<file path="config.mk">
export PLATFORM = sky130hd
export DESIGN_NAME = monobit_bit_source_flat
export DESIGN_NICKNAME = d
export VERILOG_FILES = /design/src/rtl/monobit_bit_source_pkg.sv /design/src/rtl/monobit_bit_source_if.sv /design/src/rtl/monobit_bit_source_lfsr.sv /design/src/rtl/monobit_bit_source.sv /design/src/flat_wrapper.sv
export SDC_FILE = /design/constraint.sdc
export NUM_CORES = 1
export LEC_CHECK = 0
export ABC_AREA = 1
export CAP_MARGIN = 25
export CORE_MARGIN = 10
export CORE_UTILIZATION = 30
export DETAILED_ROUTE_END_ITERATION = 10
export GPL_TIMING_DRIVEN = 0
export SKIP_LAST_GASP = 1
export SLEW_MARGIN = 10
export SYNTH_ARGS = -nofsm -noshare
export SYNTH_HDL_FRONTEND = slang
export SYNTH_HIERARCHICAL = 1
export SYNTH_SLANG_ARGS = --single-unit
</file>
<file path="constraint.sdc">
create_clock -name clk -period 1.7 [get_ports clk]
set_input_delay 0.17 -clock clk [delete_from_list [all_inputs] [get_ports clk]]
set_output_delay 0.17 -clock clk [all_outputs]
set_load 0.02 [all_outputs]
</file>
<file path="src/rtl/monobit_bit_source_pkg.sv">
// Shared types and constants for the monobit bit source.
// Holds the source-mode and FSM-state enums, the LFSR tap mask and default
// seed, and the LFSR step function used by the LFSR sub-module.
package monobit_pkg;

  // Bit source selected when a block starts.
  typedef enum logic [1:0] {
    MODE_LFSR = 2'b00,
    MODE_BYTE = 2'b01,
    MODE_ONES = 2'b10,
    MODE_ALT  = 2'b11
  } mode_e;

  // Block sequencer states.
  typedef enum logic [1:0] {
    ST_IDLE  = 2'b00,
    ST_FETCH = 2'b01,
    ST_SHIFT = 2'b10,
    ST_DONE  = 2'b11
  } state_e;

  // Feedback taps of the 16-bit Fibonacci LFSR: bits 0, 2, 3 and 5.
  localparam logic [15:0] LFSR_TAPS    = 16'h002D;
  localparam logic [15:0] DEFAULT_SEED = 16'hACE1;

  // One LFSR advance: parity of the tapped bits enters at the MSB.
  function automatic logic [15:0] lfsr_step(input logic [15:0] state);
    return {^(state & LFSR_TAPS), state[15:1]};
  endfunction

endpackage

</file>
<file path="src/rtl/monobit_bit_source_if.sv">
// Handshake bundle between the monobit bit source and its neighbours.
// master: the bit source itself; slave: the pin-side driver / consumer.
// Optional MONOBIT_ONES_COUNT_EN adds the ones_count signal.
interface monobit_bit_source_if #(
  parameter int BLOCK_LEN = 128
) ();
  localparam int CNT_W = $clog2(BLOCK_LEN + 1);

  logic             start;
  logic [1:0]       mode;
  logic [7:0]       byte_data;
  logic             byte_valid;
  logic             byte_ready;
  logic             epsilon_dat;
  logic             epsilon_vld;
  logic             epsilon_rdy;
  logic             busy;
  logic             block_done;
  logic [CNT_W-1:0] bit_count;
`ifdef MONOBIT_ONES_COUNT_EN
  logic [CNT_W-1:0] ones_count;

  modport master (
    input  start, mode, byte_data, byte_valid, epsilon_rdy,
    output byte_ready, epsilon_dat, epsilon_vld, busy, block_done, bit_count, ones_count
  );
  modport slave (
    output start, mode, byte_data, byte_valid, epsilon_rdy,
    input  byte_ready, epsilon_dat, epsilon_vld, busy, block_done, bit_count, ones_count
  );
`else
  modport master (
    input  start, mode, byte_data, byte_valid, epsilon_rdy,
    output byte_ready, epsilon_dat, epsilon_vld, busy, block_done, bit_count
  );
  modport slave (
    output start, mode, byte_data, byte_valid, epsilon_rdy,
    input  byte_ready, epsilon_dat, epsilon_vld, busy, block_done, bit_count
  );
`endif
endinterface

</file>
<file path="src/rtl/monobit_bit_source_lfsr.sv">
// 16-bit Fibonacci LFSR for the monobit bit source.
// Loads SEED on reset, advances one step when adv is high, and exposes both
// the current output bit and the bit that will be current after an advance,
// so the parent can register the next serial bit in the same edge.
// The tap polynomial is fixed for LFSR_W = 16.
module monobit_lfsr
  import monobit_pkg::*;
#(
  parameter int                LFSR_W = 16,
  parameter logic [LFSR_W-1:0] SEED   = DEFAULT_SEED
) (
  input  logic clk,
  input  logic rst_n,
  input  logic adv,
  output logic bit_out,
  output logic bit_next
);

  logic [LFSR_W-1:0] state_r;

  // LFSR state register: seed on reset, step on advance, otherwise hold.
  always_ff @(posedge clk or negedge rst_n) begin
    if (!rst_n) begin
      state_r <= SEED;
    end else if (adv) begin
      state_r <= lfsr_step(state_r);
    end else begin
      state_r <= state_r;
    end
  end

  assign bit_out  = state_r[0];
  assign bit_next = state_r[1];

endmodule

</file>
<file path="src/rtl/monobit_bit_source.sv">
// Serial epsilon-stream source for the monobit frequency tester.
// Emits BLOCK_LEN-bit blocks over a valid/ready serial handshake from one of
// four sources (LFSR, byte feed, all-ones, alternating). All handshake and
// status outputs are registers; the next-cycle values are computed in the
// next-state process so every output is glitch-free and resets to 0.
// Optional MONOBIT_ONES_COUNT_EN adds a count of transferred 1-bits.
module monobit_bit_source
  import monobit_pkg::*;
#(
  parameter int                BLOCK_LEN = 128,
  parameter int                LFSR_W    = 16,
  parameter logic [LFSR_W-1:0] SEED      = DEFAULT_SEED
) (
  input  logic                 clk,
  input  logic                 rst_n,
  monobit_bit_source_if.master bus
);

  localparam int               CNT_W    = $clog2(BLOCK_LEN + 1);
  localparam logic [CNT_W-1:0] LAST_CNT = CNT_W'(BLOCK_LEN);
  localparam logic [CNT_W-1:0] CNT_ZERO = {CNT_W{1'b0}};
  localparam logic [CNT_W-1:0] CNT_ONE  = CNT_W'(1'b1);

  state_e           state_r,  state_s;
  mode_e            mode_r,   mode_s;
  logic [CNT_W-1:0] cnt_r,    cnt_s;
  logic [7:0]       shreg_r,  shreg_s;
  logic [2:0]       nbit_r,   nbit_s;
  logic             vld_r,    vld_s;
  logic             dat_r,    dat_s;
  logic             brdy_r,   brdy_s;
  logic             busy_r,   busy_s;
  logic             done_r,   done_s;
  logic             lfsr_adv_s;
  logic             lfsr_bit_s;
  logic             lfsr_next_s;
  logic             xfer_s;
  logic [CNT_W-1:0] cnt_inc_s;
`ifdef MONOBIT_ONES_COUNT_EN
  logic [CNT_W-1:0] ones_r,   ones_s;
`endif

  monobit_lfsr #(
    .LFSR_W (LFSR_W),
    .SEED   (SEED)
  ) u_lfsr (
    .clk      (clk),
    .rst_n    (rst_n),
    .adv      (lfsr_adv_s),
    .bit_out  (lfsr_bit_s),
    .bit_next (lfsr_next_s)
  );

  assign xfer_s    = vld_r & bus.epsilon_rdy;
  assign cnt_inc_s = cnt_r + CNT_ONE;

  // Next-state and next-output logic; every register holds unless changed.
  always_comb begin
    state_s    = state_r;
    mode_s     = mode_r;
    cnt_s      = cnt_r;
    shreg_s    = shreg_r;
    nbit_s     = nbit_r;
    vld_s      = vld_r;
    dat_s      = dat_r;
    brdy_s     = brdy_r;
    busy_s     = busy_r;
    done_s     = 1'b0;
    lfsr_adv_s = 1'b0;
`ifdef MONOBIT_ONES_COUNT_EN
    ones_s     = ones_r;
`endif
    case (state_r)
      ST_IDLE: begin
        brdy_s = 1'b0;
        vld_s  = 1'b0;
        if (bus.start) begin
          mode_s = mode_e'(bus.mode);
          busy_s = 1'b1;
          cnt_s  = CNT_ZERO;
          nbit_s = 3'd0;
`ifdef MONOBIT_ONES_COUNT_EN
          ones_s = CNT_ZERO;
`endif
          case (mode_e'(bus.mode))
            MODE_BYTE: begin
              state_s = ST_FETCH;
              brdy_s  = 1'b1;
            end
            MODE_LFSR: begin
              state_s = ST_SHIFT;
              vld_s   = 1'b1;
              dat_s   = lfsr_bit_s;
            end
            MODE_ONES, MODE_ALT: begin
              // Alternating pattern restarts with a 1 on every block.
              state_s = ST_SHIFT;
              vld_s   = 1'b1;
              dat_s   = 1'b1;
            end
            default: begin
              state_s = ST_IDLE;
            end
          endcase
        end else begin
          state_s = ST_IDLE;
        end
      end

      ST_FETCH: begin
        if (bus.byte_valid && brdy_r) begin
          // MSB goes out first; the remaining seven bits wait in shreg.
          state_s = ST_SHIFT;
          brdy_s  = 1'b0;
          vld_s   = 1'b1;
          dat_s   = bus.byte_data[7];
          shreg_s = {bus.byte_data[6:0], 1'b0};
          nbit_s  = 3'd0;
        end else begin
          brdy_s  = 1'b1;
          vld_s   = 1'b0;
        end
      end

      ST_SHIFT: begin
        if (xfer_s) begin
          cnt_s      = cnt_inc_s;
          lfsr_adv_s = (mode_r == MODE_LFSR);
`ifdef MONOBIT_ONES_COUNT_EN
          ones_s     = ones_r + CNT_W'(dat_r);
`endif
          if (cnt_inc_s == LAST_CNT) begin
            state_s = ST_DONE;
            vld_s   = 1'b0;
            dat_s   = 1'b0;
            busy_s  = 1'b0;
            done_s  = 1'b1;
          end else begin
            case (mode_r)
              MODE_LFSR: begin
                dat_s = lfsr_next_s;
              end
              MODE_BYTE: begin
                if (nbit_r == 3'd7) begin
                  // Byte exhausted: drop valid and ask for the next byte.
                  state_s = ST_FETCH;
                  vld_s   = 1'b0;
                  brdy_s  = 1'b1;
                end else begin
                  dat_s   = shreg_r[7];
                  shreg_s = {shreg_r[6:0], 1'b0};
                  nbit_s  = nbit_r + 3'd1;
                end
              end
              MODE_ONES: begin
                dat_s = 1'b1;
              end
              MODE_ALT: begin
                dat_s = ~dat_r;
              end
              default: begin
                dat_s = dat_r;
              end
            endcase
          end
        end else begin
          // Stall: keep the presented bit and valid stable.
          state_s = ST_SHIFT;
        end
      end

      ST_DONE: begin
        state_s = ST_IDLE;
        vld_s   = 1'b0;
        brdy_s  = 1'b0;
      end

      default: begin
        state_s = ST_IDLE;
        vld_s   = 1'b0;
        brdy_s  = 1'b0;
        busy_s  = 1'b0;
      end
    endcase
  end

  // State and output registers; reset clears every output to 0.
  always_ff @(posedge clk or negedge rst_n) begin
    if (!rst_n) begin
      state_r <= ST_IDLE;
      mode_r  <= MODE_LFSR;
      cnt_r   <= CNT_ZERO;
      shreg_r <= 8'h00;
      nbit_r  <= 3'd0;
      vld_r   <= 1'b0;
      dat_r   <= 1'b0;
      brdy_r  <= 1'b0;
      busy_r  <= 1'b0;
      done_r  <= 1'b0;
    end else begin
      state_r <= state_s;
      mode_r  <= mode_s;
      cnt_r   <= cnt_s;
      shreg_r <= shreg_s;
      nbit_r  <= nbit_s;
      vld_r   <= vld_s;
      dat_r   <= dat_s;
      brdy_r  <= brdy_s;
      busy_r  <= busy_s;
      done_r  <= done_s;
    end
  end

`ifdef MONOBIT_ONES_COUNT_EN
  // Ones counter register: cleared at start, holds after the block ends.
  always_ff @(posedge clk or negedge rst_n) begin
    if (!rst_n) begin
      ones_r <= CNT_ZERO;
    end else begin
      ones_r <= ones_s;
    end
  end

  assign bus.ones_count = ones_r;
`endif

  assign bus.byte_ready  = brdy_r;
  assign bus.epsilon_dat = dat_r;
  assign bus.epsilon_vld = vld_r;
  assign bus.busy        = busy_r;
  assign bus.block_done  = done_r;
  assign bus.bit_count   = cnt_r;

endmodule

</file>
<file path="src/flat_wrapper.sv">
// flat-port wrapper written by rule: the top's interface ports become plain ports
module monobit_bit_source_flat import monobit_pkg::*;
#(
  parameter int                BLOCK_LEN = 128,
  parameter int                LFSR_W    = 16,
  parameter logic [LFSR_W-1:0] SEED      = DEFAULT_SEED
)
  (clk, rst_n, bus_start, bus_mode, bus_byte_data, bus_byte_valid, bus_epsilon_rdy, bus_byte_ready, bus_epsilon_dat, bus_epsilon_vld, bus_busy, bus_block_done, bus_bit_count);
  monobit_bit_source_if #(.BLOCK_LEN(BLOCK_LEN)) bus_i ();
  input  logic clk;
  input  logic rst_n;
  input wire logic [$bits(bus_i.start)-1:0] bus_start;
  input wire logic [$bits(bus_i.mode)-1:0] bus_mode;
  input wire logic [$bits(bus_i.byte_data)-1:0] bus_byte_data;
  input wire logic [$bits(bus_i.byte_valid)-1:0] bus_byte_valid;
  input wire logic [$bits(bus_i.epsilon_rdy)-1:0] bus_epsilon_rdy;
  output wire logic [$bits(bus_i.byte_ready)-1:0] bus_byte_ready;
  output wire logic [$bits(bus_i.epsilon_dat)-1:0] bus_epsilon_dat;
  output wire logic [$bits(bus_i.epsilon_vld)-1:0] bus_epsilon_vld;
  output wire logic [$bits(bus_i.busy)-1:0] bus_busy;
  output wire logic [$bits(bus_i.block_done)-1:0] bus_block_done;
  output wire logic [$bits(bus_i.bit_count)-1:0] bus_bit_count;
  assign bus_i.start = bus_start;
  assign bus_i.mode = bus_mode;
  assign bus_i.byte_data = bus_byte_data;
  assign bus_i.byte_valid = bus_byte_valid;
  assign bus_i.epsilon_rdy = bus_epsilon_rdy;
  assign bus_byte_ready = bus_i.byte_ready;
  assign bus_epsilon_dat = bus_i.epsilon_dat;
  assign bus_epsilon_vld = bus_i.epsilon_vld;
  assign bus_busy = bus_i.busy;
  assign bus_block_done = bus_i.block_done;
  assign bus_bit_count = bus_i.bit_count;
  monobit_bit_source #(.BLOCK_LEN(BLOCK_LEN), .LFSR_W(LFSR_W), .SEED(SEED)) u_core (.clk(clk), .rst_n(rst_n), .bus(bus_i));
endmodule
</file>
==> results of run 1 <==
-- worst max-delay path: cells and delay by family (launching register included) --
family	cells	cell delay, ps
AO/OA/AOI/OAI	1	50
adder cells (fa/ha/maj)	1	190
buffers and inverters	1	150
flip-flops	1	460
AND/OR/NAND/NOR	9	850
-- state kept, by name, summed over array words and instances, names as in the netlist --
| name | count |
|---|---|
| u_core/bus.block_done | 1 |
| u_core/bus.epsilon_dat | 1 |
| u_core/bus.busy | 1 |
| u_core/bus.bit_count | 8 |
| u_core/mode_r | 2 |
| u_core/nbit_r | 3 |
| u_core/state_r | 2 |
| u_core/u_lfsr/state_r | 16 |
| u_core/bus.epsilon_vld | 1 |
| u_core/bus.byte_ready | 1 |
| u_core/shreg_r | 7 |
-- cell usage in the layout (no fill, tap or decap), types with 2 or more instances in the layout --
master	instances
nand3_1	10
o21ai_1	4
clkbuf_1	2
dfrtp_1	32
a21oi_1	6
nand2_1	77
nand4_1	3
nor2_4	4
buf_6	4
nand3_2	2
o22ai_1	3
ha_4	2
buf_4	17
dfrtp_2	3
nor2_1	16
buf_8	2
nand2_4	6
buf_12	2
o21ai_0	14
clkbuf_8	5
nand2_2	22
mux2i_1	6
inv_8	2
o21ai_2	12
or2_2	2
clkbuf_16	3
clkdlybuf4s50_1	26
inv_2	5
inv_1	27
nor3_1	4
ha_1	6
dfstp_2	8
-- area by class of cell --
cell class / instances / area, µm² / area share
clock inverters: 1 / 30.03 / 0.009046
multi-input cells: 208 / 1251 / 0.3769
well taps: 102 / 127.6 / 0.03845
clock buffers: 7 / 76.32 / 0.02299
plain buffers: 6 / 77.57 / 0.02337
inverters: 35 / 146.4 / 0.04410
flip-flops and latches: 43 / 1090 / 0.3283
repair buffers: 51 / 520.5 / 0.1568
-- cell usage after synthesis (all sizes together) --
cell type    n
nand2      106
dfrtp       35
inv         34
o21ai       30
nor2        21
nand3       12
ha           9
dfstp        8
a21oi        7
buf          6
mux2i        6
nor3         5
nand4        3
o22ai        3
or2          2
a22o         1
a41oi        1
clkinv       1
mux2         1
nor3b        1
-- layer usage --
layer / vias up / track usage
met3: 2 / 0.02360
met1: 975 / 0.1150
met5: - / 0
li1: 1047 / -
met4: 0 / 0.02825
met2: 34 / 0.1521
-- stage by stage --
stage	utilization	setup TNS, ps
finish	0.4296	-662.8
CTS	0.3951	-549.9
floorplan	-	0
detailed placement	0.3659	-5306
global placement	0.3640	-32510
global route	0.4296	-2815
-- power by group through the flow --
stage	logic [mW]	clock network, mW	registers [mW]
final	2.29	0.782	1.65
after global routing	2.56	0.856	1.71
after CTS	1.96	0.812	1.64
after detailed placement	1.77	0	1.67
after global placement	1.73	0	1.67
after floorplan	1.30	0	1.66
-- timing repair --
item,CTS,global route
pin swaps,3,16
endpoints found under the setup margin,40,30
hold buffers,1,0
buffers inserted,11,8
gates cloned,0,3
gates resized for setup,12,47
endpoints found under the hold margin,18,0
-- logic make-up (layout without fill, tap and decap cells) --
family,count (synthesis),after routing,synth area share
flops,43,43,0.4566
buf+inv,41,100,0.08364
simple gates,150,150,0.2735
compound gates,42,42,0.1089
fa+ha+maj,9,9,0.04734
mux,7,7,0.02998
-- worst min-delay path by stage --
stage	startpoint	to	slack, ps
floorplan	rst_n	u_core/bus.bit_count[0]	-130
global placement	u_core/u_lfsr/state_r[10]	u_core/u_lfsr/state_r[10]	450
detailed placement	rst_n	u_core/u_lfsr/state_r[12]	160
CTS	rst_n	u_core/u_lfsr/state_r[12]	380
global route	rst_n	u_core/u_lfsr/state_r[12]	400
finish	rst_n	u_core/u_lfsr/state_r[12]	360
==> qor.txt, run 1 <==
number of distinct library cells after synthesis: 30
Bufs on Longest Clock Path: 2
worst setup margin: -107.7 ps
vias per cell: 4.543
CTS root buf: clkbuf_8
Net count, final: 374
Placed Cells: 422
DRT iter0 DRCs: 85
syn_area_per_cell: 8.146 µm²
cell count of the worst reg-to-reg path: 12
DR top layer: met4
crit path cell chain: ha_4 > nand3_2 > nand2_1 > nand2_2 > nand3_2 > nor2_4 > nand2_4 > nand2_4 > nand2_4 > nand2_8 > clkbuf_16 > o21ai_2
Met1 Routed Length: 2530 µm
Leak: 1.539 nW
largest net degree at the start of global routing: 25
CTS HTree Levels: 2
TritonCTS clock tree: built
port buffer count: 27
CP max stage delay: 460 ps
period utilization: 1.063
synthesized area: 0.002379 mm²
CP endpoint: u_core/shreg_r[7]
Reg2Reg Setup Slack: -110 ps
Syn-to-layout area delta: 39.56%
Ys Warns: 6
DR vias: 2058
WP data required: 1880 ps
Reg2Reg Capture Point: u_core/shreg_r[7]
RePlAce Congestion: 0.8087
CTS Buf Count: 5
Arr. time, crit path: 1990 ps
Placement Cell Area: 0.002828 mm²
sequential share of the synthesized area: 0.4566
VDD IR max: 0.0004765 V
Comb power frac: 0.485
CP startpoint kind: register
WHS: 360.7 ps
first-pass GRT wire length: 9045 µm
Die H: 109.0 µm
Pre-Repair DR Iteration Count: 4
outcome: finished, violations left
Critical Path Start: u_core/bus.bit_count[1]
Max-Slew Margin vs Limit: 0.6842
Antenna Nets Post-Route: 0
HPWL Detailed: 3857 µm
grt ovf: 0
die area: 0.01189 mm²
# diodes: 0
largest area contributor in the netlist: dfrtp_1
Hold WC Path Type: in2async
kind of critical path: reg2reg
unrepaired setup endpoints after global routing: true
Reg clk slew, reported paths: 80 ps
share of cells above drive strength 1: 0.3162
sequential group share of total power: 0.350
vias in the first global route: 1920
syn nets: 316
Cell Count, Final, Fillers Out: 453
Max-Cap Viols: 0
Ports: 28
cell mode on critical path: nand2_4
routed wl met2: 2792 µm
Final Power: 4.725 mW
worst reg2reg path startpoint: u_core/bus.bit_count[1]
Slew Limit Fails: 0
switching share of power: 0.3891
final hold violations: 0
initial antenna violation count: 0
core box area: 0.007727 mm²
Clk network pwr share: 0.166
met3 WL: 250 µm
slowest CP cell: dfrtp_2
worst slack at placement: -292.1 ps
Synth Instances: 292
Cell Int Power: 2.886 mW
Seq cells post-synth: 43
Fmax achieved: 553.2 MHz
drt wl/cell: 12.40 µm
Area contributors post-synth: dfrtp_1 (37%), nand2_1 (15%), dfstp_2 (8.8%), inv_1 (5.0%), ha_1 (4.7%)
post-route design area: 0.003319 mm²
# setup viols final: 10
Initial Utilization: 0.3078
failing checks: negative setup slack
Power Dens Cells: 1423 mW/mm²
share of Yosys cell area claimed by the top area cell type: 0.3682
Critical Path Fanout Max: 8
die width: 109.0 µm
clk sinks: 43
Filler cells: 743
NetSw: 1.839 mW
Worst-Margin Slew: 473.8 ps
Routed WL: 5615 µm
Critical Path End Type: register
GR Util All Layers: 0.09206
# rows: 32
fin crit period: 1808 ps
clk_lat worst skew: 290 ps
clock skew: 5.922 ps
DRC viols: 0
(Power assumes the default switching activity.)
==> inputs of run 2 (changes only) <==
Clock period 1.7 ns to 2.2 ns, I/O delays scaled along.
==> run 2 against run 1 <==
  * The run now ends clean
  * Clock power down 21%
  * Combinational power down 41%
  * Clock skew up 2.5 ps
  * Fmax down 9.3%
  * Critical path type unchanged
==> qor.txt, run 2 (same netlist as run 1, synthesis figures left out) <==
CP startpoint kind: register
outcome: finished, final reports clean
Fmax achieved: 501.8 MHz
max reg flops: 16
post-route design area: 0.002922 mm²
Ports: 28
Antenna Nets Post-Route: 0
Reg clk slew, reported paths: 80 ps
# rows: 32
Max-Slew Margin vs Limit: 0.5616
Hold WC Path Type: in2async
crit path cell chain: inv_1 > ha_1 > clkbuf_4 > inv_2 > nor2_1 > inv_1 > nor3_1 > buf_6 > inv_6 > buf_6 > nand2_1 > nand2_1
VDD IR max: 0.0006564 V
Slew Limit Fails: 0
most common cell after layout, fill and taps aside: nand2_1
period utilization: 0.9059
Placed Cells: 422
CP max stage delay: 410 ps
first-pass GRT wire length: 9059 µm
Power Dens Cells: 1109 mW/mm²
die area: 0.01189 mm²
Initial Utilization: 0.3078
Net count, final: 352
Worst-Margin Slew: 657.6 ps
Cell Count, Final, Fillers Out: 431
clk_lat worst skew: 300 ps
Syn-to-layout area delta: 22.83%
slowest CP cell: dfrtp_1
HPWL Detailed: 3785 µm
unrepaired setup endpoints after global routing: false
Placement Cell Area: 0.002791 mm²
DRC viols: 0
drt wl/cell: 11.85 µm
core box area: 0.007727 mm²
CTS HTree Levels: 2
clock skew: 8.412 ps
WP buf/inv: 7
Critical Path End Type: register
Arr. time, crit path: 2190 ps
WHS: 403.5 ps
die width: 109.0 µm
Largest Register: u_core/u_lfsr/state_r
vias in the first global route: 2070
port buffer count: 27
largest net degree at the start of global routing: 25
WP data required: 2400 ps
Max-Cap Viols: 0
GR Util All Layers: 0.09219
Final Power: 3.239 mW
clk sinks: 43
Routed WL: 5107 µm
Reg2Reg Setup Slack: 210 ps
Die H: 109.0 µm
Critical Path Fanout Max: 10
final hold violations: 0
TritonCTS clock tree: built
grt ovf: 0
vias per cell: 4.524
Bufs on Longest Clock Path: 2
Leak: 1.391 nW
RePlAce Congestion: 0.8021
Pre-Repair DR Iteration Count: 4
DRT iter0 DRCs: 95
CTS root buf: clkbuf_8
# setup viols final: 0
DR vias: 1950
CTS Buf Count: 5
# diodes: 0
share of cells above drive strength 1: 0.1489
worst setup margin: 207.0 ps
delay-heaviest family, CP: buffers and inverters
kind of critical path: reg2reg
worst slack at placement: 35.08 ps
fin crit period: 1993 ps
initial antenna violation count: 0
most frequent cells in the layout: nand2_1 (98), dfrtp_1 (35), inv_1 (32)
==> run 2: cell types whose count changed in the layout (fill, tap and decap cells not counted), sizes merged <==
cell	previous run	this run
buf	26	7
clkbuf	11	8
==> run 2: area by class of cell <==
class,count,area [µm²]
sequential,43,1086
inverter,35,136.4
tap,102,127.6
timing repair buffer,29,295.3
fill,800,4806
multi-input combinational,208,1105
clock buffer,7,76.32
buffer,6,65.06
clock inverter,1,30.03
==> run 2: power by group <==
group | internal, mW | total, mW | switching, mW
sequential | 1.07 | 1.26 | 0.194
clock | 0.340 | 0.616 | 0.276
combinational | 0.552 | 1.36 | 0.807
==> run 2: timing repair <==
| item | in CTS | in global routing |
|---|---|---|
| setup buffers | 0 | 0 |
| hold endpoints to repair | 17 | 0 |
| endpoints found under the setup margin | 0 | 13 |
| gates resized for setup | 0 | 4 |
| hold buffers | 1 | 0 |
==> run 2: per-stage QoR <==
| step | TNS (ps) | utilization |
|---|---|---|
| 3_3_place_gp | -11450 | 0.3593 |
| 5_1_grt | 0 | 0.3781 |
| 3_5_place_dp | 0 | 0.3612 |
| 2_1_floorplan | 0 | - |
| 4_1_cts | 0 | 0.3763 |
| 6_report | 0 | 0.3781 |
==> run 2: path summary, 6_finish.rpt <==
path	cells past startpoint	endpoint	from
min in group clk	2	u_core/u_lfsr/state_r[6]	u_core/u_lfsr/state_r[7]
max reg2reg	12	u_core/u_lfsr/state_r[9]	u_core/state_r[0]
max	12	u_core/u_lfsr/state_r[9]	u_core/state_r[0]
min	2	u_core/bus.bit_count[1]	rst_n
min reg2reg	2	u_core/u_lfsr/state_r[6]	u_core/u_lfsr/state_r[7]
max in group asynchronous	3	u_core/u_lfsr/state_r[7]	rst_n
==> run 2: metal layers <==
layer  up-vias  GRT usage  wire length (µm)
met3         8    0.02124               183
met4         0    0.03484                82
met1       910     0.1052              2409
met5         -          0                 0
met2        31     0.1632              2432
li1       1001          -                 -
==> run 2: worst register-to-register path, delay by kind of cell (launching register included) <==
kind | cells | cell delay (ps)
buf+inv | 7 | 880
simple gates | 4 | 450
flops | 1 | 410
fa+ha+maj | 1 | 150
